--- src/rtl/ens_lut_neuron_bank.sv ---
// Runtime-loadable bank of LogicNets truth-table neurons.
// CHANNELS independent lookup tables are evaluated in parallel through a
// two-stage valid/ready pipeline. ENSEMBLE=1 replaces the per-channel output
// with a per-bit strict majority vote. Table loads are drain-sequenced so no
// in-flight sample observes a partially written table.
module ens_lut_neuron_bank #(
    parameter int IN_BITS  = 8,
    parameter int OUT_BITS = 1,
    parameter int CHANNELS = 4,
    parameter int ENSEMBLE = 0,
    localparam int OUT_W   = (ENSEMBLE != 0) ? OUT_BITS : CHANNELS * OUT_BITS,
    localparam int CHAN_W  = (CHANNELS > 1) ? $clog2(CHANNELS) : 1
) (
    input  logic                         clk,
    input  logic                         rst_n,
    input  logic                         in_valid,
    output logic                         in_ready,
    input  logic [CHANNELS*IN_BITS-1:0]  in_data,
    output logic                         out_valid,
    input  logic                         out_ready,
    output logic [OUT_W-1:0]             out_data,
    input  logic                         cfg_valid,
    output logic                         cfg_ready,
    input  logic [CHAN_W-1:0]            cfg_chan,
    input  logic [IN_BITS-1:0]           cfg_addr,
    input  logic [OUT_BITS-1:0]          cfg_data,
    input  logic                         cfg_last
);

    localparam int DEPTH = 1 << IN_BITS;

    typedef enum logic [1:0] {RUN, DRAIN, LOAD} state_t;

    state_t              state, state_nx;
    logic [OUT_BITS-1:0] tbl    [CHANNELS][DEPTH];
    logic [OUT_BITS-1:0] rd     [CHANNELS];
    logic [OUT_BITS-1:0] s1_lut [CHANNELS];
    logic                s1_valid;
    logic                s2_valid;
    logic [OUT_W-1:0]    s2_data;
    logic [OUT_W-1:0]    s2_word;
    logic                s2_load;
    logic                in_fire;
    logic                cfg_fire;

    assign s2_load   = !s2_valid || out_ready;
    // rst_n gates in_ready so nothing is advertised while reset is held
    assign in_ready  = rst_n && (state == RUN) && (!s1_valid || s2_load);
    assign in_fire   = in_valid && in_ready;
    assign cfg_ready = (state == LOAD);
    assign cfg_fire  = cfg_valid && cfg_ready;
    assign out_valid = s2_valid;
    assign out_data  = s2_data;

    // State register
    always_ff @(posedge clk or negedge rst_n) begin
        if (!rst_n) state <= RUN;
        else        state <= state_nx;
    end

    // Next-state logic: DRAIN leaves at the edge that empties the pipeline
    // (S1 empty and S2 empty or being consumed), so LOAD never overlaps a sample
    always_comb begin
        state_nx = state;
        case (state)
            RUN:     if (cfg_valid) state_nx = DRAIN;
            DRAIN:   if (!s1_valid && (!s2_valid || out_ready)) state_nx = LOAD;
            LOAD:    if (cfg_valid && cfg_last) state_nx = RUN;
            default: state_nx = RUN;
        endcase
    end

    // Table storage; writes to a channel index >= CHANNELS match no table
    always_ff @(posedge clk or negedge rst_n) begin
        if (!rst_n) begin
            for (int unsigned c = 0; c < CHANNELS; c++)
                for (int unsigned a = 0; a < DEPTH; a++)
                    tbl[c][a] <= '0;
        end else begin
            for (int unsigned c = 0; c < CHANNELS; c++)
                if (cfg_fire && ({1'b0, cfg_chan} == (CHAN_W+1)'(c)))
                    tbl[c][cfg_addr] <= cfg_data;
        end
    end

    // Combinational lookup of every channel's current address
    always_comb begin
        for (int unsigned c = 0; c < CHANNELS; c++)
            rd[c] = tbl[c][in_data[c*IN_BITS +: IN_BITS]];
    end

    // Stage 1: capture lookups on acceptance
    always_ff @(posedge clk or negedge rst_n) begin
        if (!rst_n) begin
            s1_valid <= 1'b0;
            for (int unsigned c = 0; c < CHANNELS; c++) s1_lut[c] <= '0;
        end else if (!s1_valid || s2_load) begin
            s1_valid <= in_fire;
            if (in_fire)
                for (int unsigned c = 0; c < CHANNELS; c++) s1_lut[c] <= rd[c];
        end
    end

    generate
        if (ENSEMBLE != 0) begin : g_vote
            localparam int CNT_W = $clog2(CHANNELS + 1);
            logic [CNT_W-1:0] cnt;

            // Per-bit strict majority: ties resolve to 0
            always_comb begin
                s2_word = '0;
                cnt     = '0;
                for (int unsigned b = 0; b < OUT_BITS; b++) begin
                    cnt = '0;
                    for (int unsigned c = 0; c < CHANNELS; c++)
                        cnt = cnt + CNT_W'(s1_lut[c][b]);
                    s2_word[b] = (cnt > CNT_W'(CHANNELS / 2));
                end
            end
        end else begin : g_cat
            // Per-channel concatenation of lookups
            always_comb begin
                s2_word = '0;
                for (int unsigned c = 0; c < CHANNELS; c++)
                    s2_word[c*OUT_BITS +: OUT_BITS] = s1_lut[c];
            end
        end
    endgenerate

    // Stage 2: output register, held while stalled
    always_ff @(posedge clk or negedge rst_n) begin
        if (!rst_n) begin
            s2_valid <= 1'b0;
            s2_data  <= '0;
        end else if (s2_load) begin
            s2_valid <= s1_valid;
            if (s1_valid) s2_data <= s2_word;
        end
    end

endmodule

--- config.mk ---
export PLATFORM = sky130hd
export DESIGN_NAME = ens_lut_neuron_bank
export DESIGN_NICKNAME = d
export VERILOG_FILES = /design/src/rtl/ens_lut_neuron_bank.sv
export SDC_FILE = /design/constraint.sdc
export NUM_CORES = 2
export LEC_CHECK = 0
export CAP_MARGIN = 15
export CORE_UTILIZATION = 33
export CTS_CLUSTER_SIZE = 40
export DETAILED_ROUTE_END_ITERATION = 12
export HOLD_SLACK_MARGIN = 0.02
export SYNTH_ARGS = -nofsm -noshare
export SYNTH_HDL_FRONTEND = slang
export SYNTH_SLANG_ARGS = --single-unit
--- constraint.sdc ---
create_clock -name clk -period 2.4 [get_ports clk]
set_clock_uncertainty 0.1 [all_clocks]
set_input_delay 0.24 -clock clk [delete_from_list [all_inputs] [get_ports clk]]
set_output_delay 0.24 -clock clk [all_outputs]
set_load 0.01 [all_outputs]
==> flow_metrics.tcl <==
set metrics [dict create \
    final_nets 4673 \
    synth_area_leaders "dfrtp_1, mux2_2, mux4_2" \
    worst_slew_pin_slew_ns 0.905 \
    fillers 15200 \
    die-area_mm2 0.166 \
    worstPathMaxFanout 66 \
    fin_total_pwr_mw 40.3 \
    cp.arrival_ns 2.87 \
    wl_per_cell_um 23.9 \
    fin_cells 6900 \
    synth_edf_count 0 \
    powerDensity_mw_per_mm2 626 \
    hold_viol_final 0 \
    finalCoreUtilization 0.396 \
    period_share 0.975 \
    fmax_ghz 0.427 \
    synth-compound-area-share 0.0261 \
    seq_power_share 0.443 \
    drt_iter0_markers 3580 \
    regArea_mm2 0.0259 \
    clock-sinks 1036 \
    synthMuxAreaShare 0.322 \
    required_ns 2.93 \
    synth_top_family_by_area "multiplexers" \
    post-route-min-period_ns 2.34 \
    dr.pass1.iters 6 \
    cts-root-buf "clkbuf_16" \
    path_clk_slew_ns 0.06 \
    yosysWarnings 0 \
    internal-power_mw 30.0 \
    irDropWorstVdd_mv 0.618 \
    postLayoutCellArea_mm2 0.0645 \
    maxCapViolCount 0 \
    fin_hold_ws_ns 0.0616 \
    yosys.area.top_type "dfrtp_1" \
    vias 38600 \
    dp.cells 6672 \
    drive_gt1_frac 0.411 \
    antenna_found_initial 7 \
    worstHoldPathType "in2async" \
    power.share.clock 0.463 \
    maxSlewViolCount 0 \
    tritoncts "yes" \
    p_sw_mw 10.4 \
    placed_cell_area_mm2 0.0603 \
    p_sw_frac 0.257 \
    syn_nets 4567 \
    ys_ff_latch 1036 \
    multi_input_area_mm2 0.0261 \
    synthSimpleGateAreaFrac 0.130 \
    rsz0062_at_grt "yes" \
    ys_seq_area_frac 0.479 \
    drc 0 \
    synth_most_common_cell "mux2_2" \
    worstSetupEndpointType "register" \
    yosysUniqueCellTypes 64 \
    relSlewSlack 0.396 \
    synth_common_cells "mux2_2, dfrtp_1, nand3_1, nor3_1, clkbuf_1" \
    grt_pass1_wl_um 253000 \
    avgSynthCellArea_um2 12.0 \
    synth_xor_area_frac 0 \
    overflow 0 \
    synthArstFlopShare 1.00 \
    ios 56 \
    status "finished, final reports clean" \
    areaGrowthSynthToFinish_pct 19.2 \
    gp_congestion 0.845 \
    synthCells 4518 \
    dp_hpwl_um 104000 \
    synth_top_area_share 0.479 \
    clock_path_buffers 3 \
    syn_area_mm2 0.0541 \
    setup_violations 0 \
    start_kind "register" \
    die_x_um 407 \
    routed_wl_um 165000 \
    post-place-ws_ns -0.240 \
    ant_nets 0 \
    fp.coreArea_mm2 0.163 \
    cts_buffers 116 \
    p_leak_nw 28.4 \
    grt_max_degree 135 \
    numPortBuffers 55 \
    crit_type "reg2reg" \
    start_util 0.332 \
    htree_levels 3 \
    fin_setup_tns_ns 0 \
    row_count 148 \
    grt_pass1_vias 39200 \
    dieHeight_um 407 \
    fin_ws_ns 0.0593 \
    synth_fa_ha_area_frac 0 \
    routed_via_density 5.60 \
    clock_latency_ns 0.78 \
    p_comb_frac 0.095 \
    grt.total_usage 0.198 \
    synth_top_flop_cell "dfrtp_1" \
]
[flip-flops by register name (all words and copies together), names as in the netlist]
signal     flops
tbl         1024
out_data       4
state          2
s1_valid       1
s1_lut         4
out_valid      1
[cell type report]
cell class / count / share of cell area
multi-input cells: 2963 / 0.405
flip-flops and latches: 1036 / 0.402
repair buffers: 496 / 0.0875
clock buffers: 170 / 0.0533
well taps: 2175 / 0.0422
clock inverters: 48 / 0.00945
inverters: 11 / 0.000640
diodes: 1 / 0.0000388
[routing by layer]
layer / wire length (um) / share of wire / GRT usage / vias to the layer above
met5: 81 / 0.00049 / 0 / -
met4: 4050 / 0.025 / 0.0543 / 14
met3: 10200 / 0.062 / 0.0341 / 260
met2: 77200 / 0.47 / 0.314 / 1107
met1: 73400 / 0.44 / 0.278 / 20400
li1: - / - / - / 16800
[power groups by stage]
stage          clock network (mW)  logic (mW)  registers [mW]
2_1_floorplan                   0        1.71            18.1
3_3_place_gp                    0        3.78            18.2
3_5_place_dp                    0        3.79            18.2
4_1_cts                      19.0        3.83            17.9
5_1_grt                      19.7        4.08            17.9
6_report                     18.7        3.82            17.9
[worst max-delay path, cell delays in order (launching register included)]
cell	delay, ns
dfrtp_1	0.39
and2b_1	0.22
nand2_1	0.11
or3_4	0.46
buf_12	0.24
nor3_1	0.27
mux2_2	0.37
[path summary, 6_finish.rpt]
| kind | from | endpoint | slack (ns) | cells after the start |
|---|---|---|---|---|
| max | state[0]$_DFFE_PN0P_ | tbl[813]$_DFFE_PN0P_ | 0.06 | 6 |
| min | rst_n | tbl[938]$_DFFE_PN0P_ | 0.06 | 3 |
| max reg2reg | state[0]$_DFFE_PN0P_ | tbl[813]$_DFFE_PN0P_ | 0.06 | 6 |
| min reg2reg | state[1]$_DFFE_PN0P_ | state[0]$_DFFE_PN0P_ | 0.37 | 1 |
| max in group asynchronous | rst_n | tbl[723]$_DFFE_PN0P_ | 0.97 | 4 |
| min in group clk | out_ready | s1_valid$_DFFE_PN0N_ | 0.13 | 3 |
[timing repair]
action / CTS / global route
resized for setup: 4 / 11
endpoints found under the setup margin: 6 / 14
hold endpoints to repair: 558 / 0
pin swaps: 1 / 0
hold buffers: 4 / 0
buffers inserted: 5 / 0
[cells in the final DEF (no fill, tap or decap), drive strengths merged, types with 10 or more instances in the layout]
cell type / netlist / final
a2111oi: 13 / 13
a211oi: 22 / 22
a21oi: 14 / 14
a22oi: 60 / 60
buf: 163 / 450
clkbuf: 345 / 170
clkdlybuf4s50: 0 / 40
clkinv: 0 / 29
dfrtp: 1036 / 1036
inv: 11 / 14
mux2: 1056 / 1056
mux2i: 66 / 66
mux4: 212 / 212
nand2: 174 / 174
nand2b: 22 / 22
nand3: 498 / 498
nand4: 12 / 12
nor2: 177 / 177
nor2b: 48 / 48
nor3: 455 / 455
nor3b: 10 / 10
nor4: 10 / 10
o22ai: 16 / 16
[logic make-up (layout without fill, tap and decap cells)]
| logic type | after synthesis | count (layout) |
|---|---|---|
| simple gates | 1444 | 1444 |
| other cells | 0 | 1 |
| buf+inv | 519 | 725 |
| compound gates | 185 | 185 |
| mux | 1334 | 1334 |
| flops | 1036 | 1036 |
Power figures use the tool's default switching activity.
